===== config.mk =====
export PLATFORM = sky130hd
export DESIGN_NAME = ascii_stream_generator
export DESIGN_NICKNAME = d
export VERILOG_FILES = /design/src/rtl/ascii_stream_generator.sv
export SDC_FILE = /design/constraint.sdc
export NUM_CORES = 1
export LEC_CHECK = 0
export BUFFER_PORTS_ARGS = -buffer_cell sky130_fd_sc_hd__buf_2
export CAP_MARGIN = 5
export CORE_ASPECT_RATIO = 1.1
export CORE_MARGIN = 10
export CORE_UTILIZATION = 41
export CTS_BUF_LIST = sky130_fd_sc_hd__clkbuf_4 sky130_fd_sc_hd__clkbuf_8
export CTS_CLUSTER_DIAMETER = 200
export DETAILED_ROUTE_END_ITERATION = 12
export GPL_ROUTABILITY_DRIVEN = 0
export PLACE_DENSITY_LB_ADDON = 0.12
export SYNTH_ARGS = -nofsm -noshare
export SYNTH_HDL_FRONTEND = slang
export SYNTH_SLANG_ARGS = --single-unit

===== constraint.sdc =====
create_clock -name clk -period 10.65 [get_ports clk]
set_input_delay 1.065 -clock clk [delete_from_list [all_inputs] [get_ports clk]]
set_output_delay 1.065 -clock clk [all_outputs]
set_load 0.02 [all_outputs]

===== src/rtl/ascii_stream_generator.sv =====
// ascii_stream_generator: on an execute rising edge, produces gen_len printable
// ASCII characters (incrementing or LFSR-derived) into a show-ahead FIFO that
// a GPIO-attached processor drains with a valid/read handshake.
module ascii_stream_generator #(
  parameter int          COUNT_W   = 12,
  parameter int          DEPTH     = 16,
  parameter logic [15:0] LFSR_SEED = 16'hACE1
) (
  input  logic               clk,
  input  logic               reset,
  input  logic               execute,
  input  logic               mode,
  input  logic [COUNT_W-1:0] gen_len,
  input  logic               rd_en,
  output logic [7:0]         generated_ascii,
  output logic               valid,
  output logic [COUNT_W-1:0] generate_count,
  output logic               busy,
  output logic               done
);

  localparam int            AW       = $clog2(DEPTH);
  localparam logic [AW:0]   FULL_OCC = (AW+1)'(DEPTH);
  localparam logic [7:0]    CHR_LO   = 8'h20;
  localparam logic [7:0]    CHR_HI   = 8'h7E;

  typedef enum logic [1:0] {IDLE, RUN, DONE} state_t;

  state_t             state_q, state_d;
  logic               execute_q;
  logic [COUNT_W-1:0] len_q, len_d;
  logic               mode_q, mode_d;
  logic [COUNT_W-1:0] cnt_q, cnt_d;
  logic [7:0]         chr_q, chr_d;
  logic [15:0]        lfsr_q, lfsr_d;
  logic [AW:0]        wr_ptr_q, wr_ptr_d;
  logic [AW:0]        rd_ptr_q, rd_ptr_d;
  logic [7:0]         mem_q [DEPTH];

  logic               start, push, pop, full;
  logic [AW:0]        occ;
  logic [COUNT_W-1:0] cnt_inc;
  logic [6:0]         lfsr_v;
  logic [7:0]         lfsr_chr, push_chr;
  logic               lfsr_fb;

  // FIFO status, handshake and character selection
  always_comb begin
    occ      = wr_ptr_q - rd_ptr_q;
    full     = (occ == FULL_OCC);
    valid    = (occ != '0);
    start    = execute & ~execute_q & (state_q != RUN);
    push     = (state_q == RUN) & ~full;
    pop      = rd_en & valid;
    cnt_inc  = cnt_q + 1'b1;
    lfsr_v   = lfsr_q[6:0];
    // 7-bit value folded into the 95-character printable range
    lfsr_chr = (lfsr_v < 7'd95) ? CHR_LO + {1'b0, lfsr_v}
                                : CHR_LO + {1'b0, lfsr_v - 7'd95};
    push_chr = mode_q ? lfsr_chr : chr_q;
    lfsr_fb  = lfsr_q[15] ^ lfsr_q[13] ^ lfsr_q[12] ^ lfsr_q[10];
  end

  // FSM next state
  always_comb begin
    state_d = state_q;
    unique case (state_q)
      IDLE, DONE: if (start) state_d = (gen_len == '0) ? DONE : RUN;
      RUN:        if (push && cnt_inc == len_q) state_d = DONE;
      default:    state_d = IDLE;
    endcase
  end

  // Run parameters, generator state and FIFO pointers
  always_comb begin
    len_d    = len_q;
    mode_d   = mode_q;
    cnt_d    = cnt_q;
    chr_d    = chr_q;
    lfsr_d   = lfsr_q;
    wr_ptr_d = wr_ptr_q + {{AW{1'b0}}, push};
    rd_ptr_d = rd_ptr_q + {{AW{1'b0}}, pop};
    if (start) begin
      len_d  = gen_len;
      mode_d = mode;
      cnt_d  = '0;
      chr_d  = CHR_LO;
      lfsr_d = LFSR_SEED;
    end else if (push) begin
      cnt_d = cnt_inc;
      if (mode_q) lfsr_d = {lfsr_q[14:0], lfsr_fb};
      else        chr_d  = (chr_q == CHR_HI) ? CHR_LO : chr_q + 8'd1;
    end
  end

  // State registers
  always_ff @(posedge clk) begin
    if (reset) begin
      state_q   <= IDLE;
      execute_q <= 1'b0;
      len_q     <= '0;
      mode_q    <= 1'b0;
      cnt_q     <= '0;
      chr_q     <= CHR_LO;
      lfsr_q    <= LFSR_SEED;
      wr_ptr_q  <= '0;
      rd_ptr_q  <= '0;
    end else begin
      state_q   <= state_d;
      execute_q <= execute;
      len_q     <= len_d;
      mode_q    <= mode_d;
      cnt_q     <= cnt_d;
      chr_q     <= chr_d;
      lfsr_q    <= lfsr_d;
      wr_ptr_q  <= wr_ptr_d;
      rd_ptr_q  <= rd_ptr_d;
    end
  end

  // FIFO storage; contents are only meaningful between the pointers
  always_ff @(posedge clk) begin
    if (push) mem_q[wr_ptr_q[AW-1:0]] <= push_chr;
  end

  assign generated_ascii = valid ? mem_q[rd_ptr_q[AW-1:0]] : 8'h00;
  assign generate_count  = cnt_q;
  assign busy            = (state_q == RUN);
  assign done            = (state_q == DONE);

endmodule


Word level (Yosys, flattened, before mapping)
Memories as Yosys holds them, arrays and structs flattened. A register that Yosys moved wholly into a read port is not among the register bits.
Index checks and enable logic that the tools add are counted.
{"block": "classes", "addsub": 8, "mul": 0, "n_div": 0, "order_cmp": 1, "n_eq_ne": 8, "shifts": 0, "n_mux": 11, "bitwise": 10, "reduce_logical": 9}
{"operator": "$mux 8", "n": 4}
{"operator": "$add 6x7->8 const A", "n": 2}
{"operator": "$add 12x1->12 const B", "n": 1}
{"operator": "$eq 12x12->1", "n": 1}
{"operator": "$logic_not 12->1", "n": 1}
{"operator": "$add 5x1->5", "n": 2}
{"operator": "$add 8x1->8 const B", "n": 1}
{"operator": "$eq 8x7->1 const B", "n": 1}
{"operator": "$lt 7x7->1 const B", "n": 1}
{"operator": "$sub 7x7->7 const B", "n": 1}
{"operator": "$mux 2", "n": 3}
{"operator": "$reduce_and 2->1", "n": 3}
{"operator": "$eq 5x5->1 const B", "n": 1}
{"operator": "$reduce_bool 5->1", "n": 1}
{"operator": "$sub 5x5->5", "n": 1}
{"operator": "$and 1x1->1", "n": 4}
{"operator": "$mux 4", "n": 1}
{"operator": "$ne 2x1->1 const B", "n": 2}
{"operator": "$pmux 2 s2", "n": 1}
{"operator": "$reduce_or 2->1", "n": 2}
{"operator": "$not 1->1", "n": 3}
{"operator": "$xor 1x1->1", "n": 3}
{"operator": "$eq 2x1->1 const B", "n": 1}
{"operator": "$eq 2x2->1 const B", "n": 1}
{"operator": "other kinds (4)", "n": 5}
{"block": "word_totals", "reg_bits": 62, "latchBits": 0, "ramBits": 128, "mem_bits_ro": 0, "inputBits": 17, "output_inout_bits": 23, "mem_count": 1}
{"name": "mem_q", "words": 16, "width": 8, "read_ports": 1, "rd_clocked_by_memory_dff": 1, "write_ports": 1, "line": "38", "text": "logic [7:0] mem_q [DEPTH];"}

Depth between registers and ports, before layout
Gate-level depths: netlist (run 1).
{"block": "logic_depth", "depth_word": 7, "depth_mapped": 15}

Worst setup path before layout (run 1)
OpenSTA, ideal clock, no wires.
{"block": "synth_path", "kind": "register to output", "start": "reg rd_ptr_q[1]", "end": "out valid", "arrival_time_ns": 2.440, "t_required_ns": 9.585, "path_slack_ns": 7.145, "stages_incl_launch_ff": 10, "path_buffers": 2, "path_cell_list": "dfxtp_1 clkbuf_1 clkbuf_1 inv_1 ha_1 nand3b_1 nand2_1 or3_1 a21oi_1 inv_1"}
{"block": "synth_between", "elab_chain_len": 2}
{"item": "from (decl)", "line": "37", "text": "logic [AW:0] rd_ptr_q, rd_ptr_d;"}
{"item": "from (signal assigned)", "line": "117", "text": "rd_ptr_q <= rd_ptr_d;"}
{"item": "$sub 5x5->5", "line": "49", "text": "occ = wr_ptr_q - rd_ptr_q;"}
{"item": "$reduce_bool 5->1", "line": "51", "text": "valid = (occ != '0);"}
{"item": "to (decl)", "line": "16", "text": "output logic valid,"}
Every way passes these cells.

Final worst setup path (run 1)
{"block": "layout_path", "start": "reg rd_ptr_q[1]", "end": "out generated_ascii[6]"}
{"block": "layout_between", "elab_chain_len": 3}
{"item": "$sub 5x5->5", "line": "49"}
{"item": "$reduce_bool 5->1", "line": "51"}
{"item": "$mux 8", "line": "126", "text": "assign generated_ascii = valid ? mem_q[rd_ptr_q[AW-1:0]] : 8'h00;"}
{"item": "to (decl)", "line": "15", "text": "output logic [7:0] generated_ascii,"}
Every way passes these cells.

==> flow_summary.yaml, run 1 <==
status:
  status: "finished clean"
sta:
  finalCriticalPeriod_ps: 4390
  worstMarginPinSlew_ps: 1280
  rsz0062_at_grt: "false"
  relSlewSlack: 0.142
  finalHoldViolations: 0
  setup_viol: 0
  slew_viol_final: 0
  holdWs_ps: 472
  fmax_ghz: 0.228
  setup_ws_ps: 6260
  finalSetupTns_ps: 0
  fin_crit_sh: 0.412
  skew_ps: 11.6
cts:
  clockRootBuffer: "clkbuf_8"
  cts_buffer_depth: 2
  cts_resized: 0
  cts-hold-fix-buffers: 0
  insertion_delay_ps: 460
  clk_pin_slew_ps: 90
  htree_levels: 4
  cts_inserted_buffers: 17
  cts_setup_buffers: 0
  cts_sinks: 190
  cts_tree: "yes"
synth:
  synth_top_area_cell: "edfxtp_1"
  synth_edf_count: 128
  avgSynthCellArea_um2: 13.6
  syn_inst: 613
  syn_nets: 643
  ys_seq_elements: 190
  synth.distinct_cells: 52
  synth_seq_area_share: 0.609
  synthArstFlopShare: 0
  yosysMostFrequentCell: "edfxtp_1"
  synth_ff_type: "edfxtp_1"
  syn-cell-area_um2: 8350
  yosys-top-cells-count: "128 x edfxtp_1, 62 x dfxtp_1, 47 x nor2_1, 40 x mux4_2, 27 x clkbuf_1"
  yosys.area.top_type_share: 0.460
  synth_area_leaders: "edfxtp_1 46%, dfxtp_1 15%, mux4_2 11%"
  yosysWarnings: 0
power:
  ir_drop_uv: 84.6
  p_leak_nw: 3.06
  p_per_area_nw_per_um2: 181
place:
  io_buffers: 39
  dp_slack_ps: 6400
  dp_hpwl_um: 12700
detailed_routing:
  dr.first_iter.drc_count: 311
  vias_per_cell: 5.61
  wl_um: 19000
  drtAntennaViolNets: 0
  drcViolationCount: 0
  vias: 5097
  dr.pass1.iters: 5
  wire_per_inst_um: 20.9
floorplan:
  fp.dieW_um: 156
  design.core.area_um2: 19900
  io_pins: 40
  die_area_um2: 26500
  rows: 54
  start_util: 0.419
  die_h_um: 170
global_routing:
  grt_max_degree: 38
  grt_pass1_wl_um: 29600
  top_usage_layer: "met2"
  met3_usage: 0.0337
  grt_overflow_total: 0
  grt_usage: 0.145
  grt_util_met2: 0.244
  grt_pass1_vias: 5234
  antenna_found_initial: 0
  grt_use_met1: 0.182
final_layout:
  nNetsFinal: 674
  antennaDiodeCount: 0
  syn_to_final_growth_pct: 10.2
  layout-drive-gt1-share: 0.202
setup_path:
  required_ps: 9590
  cp_max_fo: 35
  cp-start-kind: "flop"
  crit_path_end_kind: "primary output"
  worstSetupPathType: "flop to primary output"
  cp_data_arrival_time_ps: 3320
worst_hold_path:
  holdCritPathClass: "flop to flop"
flow_run:
  cap_violations: 0
cell families (layout without fill, tap and decap cells):
kind of cell / count (synthesis) / after routing / share of synthesized area
simple gates: 184 / 184 / 0.117
fa+ha+maj: 13 / 13 / 0.0195
buf+inv: 52 / 96 / 0.0252
flops: 190 / 190 / 0.609
compound gates: 82 / 82 / 0.0614
xor+xnor: 28 / 28 / 0.0310
mux: 64 / 64 / 0.137
cells in the final DEF, fill, tap and decap left out, types with 8 or more instances in the layout:
cell,instances
buf_4,10
mux2i_1,23
edfxtp_1,128
a21oi_1,25
o21ai_0,21
dfxtp_1,61
nor3_1,13
nand3_1,26
or4_1,10
xnor2_1,17
nand2_1,19
and3_1,8
inv_1,14
nor2_1,47
nor4_1,8
o31ai_1,9
clkbuf_8,17
nor2b_1,18
xor2_1,10
ha_1,13
mux4_2,40
buf_2,39
nand4_1,10
area by class of cell:
type | count | area, µm²
sequential | 190 | 5090
clock inverter | 14 | 166
inverter | 15 | 56.3
timing repair buffer | 49 | 270
multi-input combinational | 371 | 3070
clock buffer | 18 | 241
tap | 252 | 315
fill | 1756 | 10700
where the power goes:
part,switching (mW),internal (mW),leakage (nW)
clock,0.257,0.235,0.198
combinational,0.207,0.155,1.19
sequential,0.0119,0.801,1.67
total,0.476,1.19,3.06
layer usage:
metal	wire, µm	share of wire	up-vias
li1	-	-	2406
met1	8510	0.45	2601
met2	9630	0.51	75
met3	670	0.035	15
met4	159	0.0084	0
met5	0	0	-
worst max-delay path, cell delays in order, from the launching register on:
cell and delay (ps):
dfxtp_1 320, buf_4 450, inv_1 100, ha_1 350
nand3b_1 160, nand2_1 90, or3_1 350, a21oi_1 720
nor2b_1 110, buf_2 200
registers in the layout, summed over array words and instances, names as in the netlist:
name	flops
lfsr_q	16
generate_count	12
len_q	12
chr_q	8
mode_q	1
wr_ptr_q	5
rd_ptr_q	5
mem_q	128
state_q	2
execute_q	1
metrics by stage:
| stage | instance area, µm² | util | instances | power, mW |
|---|---|---|---|---|
| finish | 9210 | 0.462 | 909 | 1.67 |
| global route | 9210 | 0.462 | 909 | 1.74 |
| CTS | 9210 | 0.462 | 909 | 1.69 |
| detailed placement | 8800 | 0.441 | 877 | 1.20 |
| floorplan | 8350 | - | 613 | 1.08 |
| global placement | 8800 | 0.441 | 877 | 1.19 |
path summary, 6_finish.rpt:
path / slack (ps) / to / cells past startpoint / start
setup / recovery: 6260 / generated_ascii[6] / 9 / rd_ptr_q[1]
setup reg to reg: 6430 / mem_q[4][0] / 8 / rd_ptr_q[1]
hold reg to reg: 470 / lfsr_q[9] / 2 / lfsr_q[9]
hold / removal: 470 / lfsr_q[9] / 2 / lfsr_q[9]
No activity file was read; power rests on OpenSTA's default activity.
==> inputs of run 2 (changes only) <==
Settings changed: ABC_AREA set to 1.
Clock period 10.65 ns to 3.7 ns, I/O delays scaled along.
==> run 2 against run 1 <==
Against the previous run:
- critical endpoint is now generated_ascii[3]
- hold slack worse by 350 ps
- global-route usage up 1.0 points
- cell area up 1.7%
- largest cell class unchanged
- register-to-register slack worse by 5800 ps
- clock skew up 2.5 ps
- count of clock-buffer cells in the layout down 1
- first-iteration DRC count up 3.9%
- final cell count up 30%
==> flow_summary.yaml, run 2 <==
cts:
  cts_buffer_depth: 2
  clk_pin_slew_ps: 100
  insertion_delay_ps: 470
  htree_levels: 4
  clockRootBuffer: "clkbuf_8"
  cts-hold-fix-buffers: 0
  cts_inserted_buffers: 17
  cts_sinks: 190
  cts_setup_buffers: 0
  cts_resized: 0
  cts_tree: "yes"
power:
  ir_drop_uv: 253
  p_leak_nw: 3.52
  totalPowerFinal_mw: 5.34
  p_seq_frac: 0.449
  internal_power_mw: 3.40
  swShare: 0.364
  p_per_area_nw_per_um2: 571
  p_switching_mw: 1.94
  pwr-share-clk: 0.243
  power_frac_comb: 0.307
place:
  io_buffers: 39
  dp_hpwl_um: 13700
  dpl-instance-area_um2: 8990
synth:
  synth_seq_area_share: 0.602
  synth_area_leaders: "edfxtp_1 46%, dfxtp_1 15%, nand2_1 8.0%"
  synth.mux.area_fraction: 0
  synth_compound_area_frac: 0.140
  syn_inst: 860
  synth_xor_area_frac: 0.0218
  synth-simple-area-share: 0.163
  avgSynthCellArea_um2: 9.82
  synth_ff_type: "edfxtp_1"
  synth_adder_area_share: 0.0193
  syn_nets: 890
  yosys.area.top_type_share: 0.455
  ys_seq_elements: 190
  synth.distinct_cells: 40
  synth_edf_count: 128
  yosysWarnings: 0
  syn-cell-area_um2: 8450
  yosys-top-cells-count: "181 x nand2_1, 128 x edfxtp_1, 87 x a21oi_1, 67 x o21ai_0, 64 x inv_1"
  synth_top_area_cell: "edfxtp_1"
  synthArstFlopShare: 0
  yosysMostFrequentCell: "nand2_1"
  synth_top_family_by_area: "simple AND/OR/NAND/NOR gates"
final_layout:
  nFillCells: 1981
  final_cell_mix: "181 x nand2_1, 128 x edfxtp_1, 87 x a21oi_1"
  multi_input_area_um2: 2920
  seqCellArea_um2: 5090
  largest_register_ff_count: 128
  fin_area_um2: 9360
  nNetsFinal: 939
  syn_to_final_growth_pct: 10.8
  mostFrequentLayoutCell: "nand2_1"
  layout-drive-gt1-share: 0.134
global_routing:
  grt_pass1_vias: 5953
  grt_max_degree: 47
  grt_usage: 0.155
  grt_overflow_total: 0
  grt_pass1_wl_um: 32300
  antenna_found_initial: 0
floorplan:
  die_h_um: 171
  rows: 55
  die_area_um2: 26700
  start_util: 0.413
  fp.dieW_um: 157
  design.core.area_um2: 20400
  io_pins: 40
worst_hold_path:
  min_path_cells: 3
  holdCritPathClass: "input port to flop"
detailed_routing:
  wl_um: 20200
  vias: 6089
  wire_per_inst_um: 17.1
  dr.pass1.iters: 5
  vias_per_cell: 5.16
  dr.first_iter.drc_count: 323
  drcViolationCount: 0
  drtAntennaViolNets: 0
setup_path:
  critical-path-top-delay-family: "buffers and inverters"
  cp_data_arrival_time_ps: 2870
  cp-start-kind: "flop"
  slowest_delay_ps: 450
  critPathSlowestCell: "dfxtp_1"
  worstSetupPathType: "flop to primary output"
  worst-path-buf-inv: 4
  crit_chain: "inv_1 -> ha_1 -> nand3_1 -> nand2_1 -> nand2_1 -> nand2_2 -> inv_1 -> nand2_1 -> clkinv_1 -> a211oi_1 -> buf_2"
  crit_top_cell: "nand2_1"
  crit_path_end_kind: "primary output"
  cp.depth: 11
  cp_max_fo: 17
  required_ps: 3330
  worstRegToRegCells: 11
flow_run:
  cap_violations: 0
sta:
  fmax_ghz: 0.309
  finalSetupTns_ps: 0
  rsz0062_at_grt: "false"
  skew_ps: 14.2
  worstMarginPinSlew_ps: 932
  relSlewSlack: 0.378
  holdWs_ps: 120
  finalHoldViolations: 0
  setup_viol: 0
  finalCriticalPeriod_ps: 3240
  slew_viol_final: 0
  fin_crit_sh: 0.875
status:
  status: "finished clean"
[run 2: cell count changes in the layout (fill, tap and decap cells not counted), moves of 25 or more]
cell and delta:
a21oi_1 +62, nand2_1 +162, nand3_1 +25, inv_1 +50, mux4_2 -40, o21ai_0 +40
[run 2: logic make-up (layout without fill, tap and decap cells)]
logic type | Yosys count | count (layout)
flip-flops | 190 | 190
XOR/XNOR | 21 | 21
buffers and inverters | 106 | 168
AO/OA/AOI/OAI | 208 | 208
adder cells (fa/ha/maj) | 13 | 13
other | 0 | 1
AND/OR/NAND/NOR | 322 | 322
[run 2: cell type report]
type	instances	share of cell area
Sequential cell	190	0.544
Clock inverter	15	0.0143
Antenna cell	1	0.000267
Tap cell	256	0.0342
Inverter	70	0.0283
Clock buffer	17	0.0250
Multi-Input combinational cell	564	0.312
Timing Repair Buffer	66	0.0425
[run 2: tightest hold or removal path, stage by stage]
cell    delay [ps]
buf_2           70
inv_1           40
nor2_1          70
[run 2: through the flow]
step           setup WS (ps)   util  cells
2_1_floorplan            856      -    860
3_3_place_gp             836  0.440   1146
3_5_place_dp             739  0.440   1146
4_1_cts                  448  0.458   1178
5_1_grt                  247  0.458   1178
6_report                 462  0.458   1179
[run 2: layer usage]
metal	global-route usage	vias up	wire [µm]
li1	-	3098	-
met4	0.0431	0	234
met5	0	-	0
met2	0.249	118	9280
met1	0.207	2857	9700
met3	0.0334	16	971
[run 2: worst paths after layout]
kind	slack, ps	start	to
worst max-delay path	460	rd_ptr_q[2]	generated_ascii[3]
worst min register to register	460	lfsr_q[9]	lfsr_q[9]
worst min-delay path	120	execute	execute_q
worst max register to register	670	rd_ptr_q[2]	mem_q[0][0]
[run 2: power by group through the flow]
stage	registers, mW	logic, mW	clock network, mW
floorplan	2.44	1.15	0
global placement	2.45	1.66	0
detailed placement	2.45	1.66	0
CTS	2.40	1.66	1.34
global route	2.41	1.85	1.42
finish	2.40	1.64	1.30
==> inputs of run 3 (changes only) <==
Clock period 3.7 ns to 3.2 ns, I/O delays scaled along.
==> run 3 against run 2 <==
Against the previous run:
- register-to-register slack lost 70 ps
- largest power group unchanged
- critical endpoint is now generated_ascii[1]
- sequential cell count unchanged
- hold slack got worse by 42 ps
- wire length increased by 0.72%
- final cell count is 0.59% higher
- combinational power up 17%
- critical path depth fell by 1
- setup slack worse by 120 ps
- sequential power is 16% higher
- via count grew 2.1%
- global-route usage increased by 0.13 points
==> flow_summary.yaml, run 3 (synthesis gave the netlist of run 2 again) <==
status:
  status: "finished clean"
detailed_routing:
  dr.pass1.iters: 5
  drcViolationCount: 0
  wl_um: 20300
  wire_per_inst_um: 17.1
  vias: 6216
  drtAntennaViolNets: 0
  vias_per_cell: 5.24
  dr.first_iter.drc_count: 381
setup_path:
  crit_chain: "clkinvlp_4 -> ha_1 -> a21oi_1 -> nand3_1 -> nand2_2 -> inv_1 -> nand2_1 -> clkinv_2 -> a211oi_1 -> buf_2"
  worstRegToRegCells: 13
  crit_path_end_kind: "primary output"
  r2r-start: "rd_ptr_q[3]"
  worstSetupPathType: "flop to primary output"
  required_ps: 2880
  reg2reg_slack_ps: 600
  cp-start-kind: "flop"
  slowest_delay_ps: 400
  cp_max_fo: 9
  r2r-end: "mem_q[2][4]"
  cp_data_arrival_time_ps: 2540
  critPathSlowestCell: "dfxtp_1"
sta:
  relSlewSlack: 0.229
  finalSetupTns_ps: 0
  rsz0062_at_grt: "false"
  finalCriticalPeriod_ps: 2860
  skew_ps: 26.7
  finalHoldViolations: 0
  worstMarginPinSlew_ps: 1150
  setup_viol: 0
  fin_crit_sh: 0.893
  slew_viol_final: 0
  fmax_ghz: 0.350
  holdWs_ps: 78.6
cts:
  htree_levels: 4
  cts_inserted_buffers: 17
  cts_buffer_depth: 2
  cts_sinks: 190
  insertion_delay_ps: 480
  clk_pin_slew_ps: 100
  clockRootBuffer: "clkbuf_8"
  cts-hold-fix-buffers: 0
  cts_tree: "yes"
floorplan:
  die_area_um2: 26700
  design.core.area_um2: 20400
  start_util: 0.413
  fp.dieW_um: 157
  io_pins: 40
  rows: 55
  die_h_um: 171
final_layout:
  antennaDiodeCount: 0
  fin_util: 0.463
  mostFrequentLayoutCell: "nand2_1"
  largest_register_ff_count: 128
  syn_to_final_growth_pct: 12.0
  layout-drive-gt1-share: 0.145
  nNetsFinal: 947
  final_cell_mix: "181 x nand2_1, 128 x edfxtp_1, 87 x a21oi_1"
power:
  p_leak_nw: 3.60
  p_per_area_nw_per_um2: 669
  ir_drop_uv: 273
  totalPowerFinal_mw: 6.32
global_routing:
  grt_pass1_wl_um: 32900
  grt_usage: 0.156
  antenna_found_initial: 0
  grt_pass1_vias: 6138
  grt_overflow_total: 0
  grt_max_degree: 43
flow_run:
  cap_violations: 0
place:
  dp_hpwl_um: 13400
  io_buffers: 39
worst_hold_path:
  worstHoldStart: "execute"
  whs_endpoint: "execute_q"
  min_path_cells: 3
  holdCritPathClass: "input port to flop"
run 3: per-stage QoR:
| step | setup slack, ps | std cells | area (µm²) |
|---|---|---|---|
| 6_report | 343 | 1186 | 9460 |
| 5_1_grt | 39.6 | 1186 | 9460 |
| 4_1_cts | 91.3 | 1184 | 9440 |
| 3_5_place_dp | 418 | 1152 | 9040 |
| 3_3_place_gp | 504 | 1152 | 9040 |
| 2_1_floorplan | 406 | 860 | 8450 |
run 3: per-layer routing:
layer  routed length (µm)  GRT usage  vias up
li1                     -          -     3105
met1                 9570      0.208     2965
met2                 9640      0.252      131
met3                  893     0.0316       15
met4                  229     0.0464        0
met5                    0          0        -
run 3: report_power, final:
group	internal (mW)	switching, mW	total [mW]	leakage [nW]
clock network	0.656	0.956	1.61	0.201
registers	2.70	0.0892	2.79	1.61
logic	0.634	1.29	1.92	1.78
run 3: timing repair:
| action | in CTS | in global routing |
|---|---|---|
| endpoints found under the setup margin | 1 | 8 |
| resized for setup | 2 | 0 |
| setup buffers | 0 | 2 |
run 3: critical path: cells and delay by family (launching register included):
family / cells / cell delay, ps
DFF: 1 / 400
and+or+nand+nor: 3 / 290
adders and majority gates: 1 / 320
buffers and inverters: 4 / 560
AOI/OAI and AO/OA: 2 / 510
run 3: layout make-up:
cell class                 count  area (µm²)
inverter                      70         270
multi-input combinational    564        2910
clock buffer                  17         234
tap                          256         320
clock inverter                15         163
sequential                   190        5090
fill                        1971       11000
timing repair buffer          74         470
run 3: worst max-delay path by stage:
stage | startpoint | end | slack, ps | depth (start not counted)
6_report | rd_ptr_q[3] | generated_ascii[1] | 340 | 10
5_1_grt | rd_ptr_q[3] | generated_ascii[3] | 40 | 10
4_1_cts | rd_ptr_q[3] | generated_ascii[3] | 90 | 10
3_5_place_dp | rd_ptr_q[3] | rd_ptr_q[4] | 420 | 14
3_3_place_gp | rd_ptr_q[3] | mem_q[6][1] | 500 | 13
2_1_floorplan | rd_ptr_q[1] | generated_ascii[0] | 410 | 14
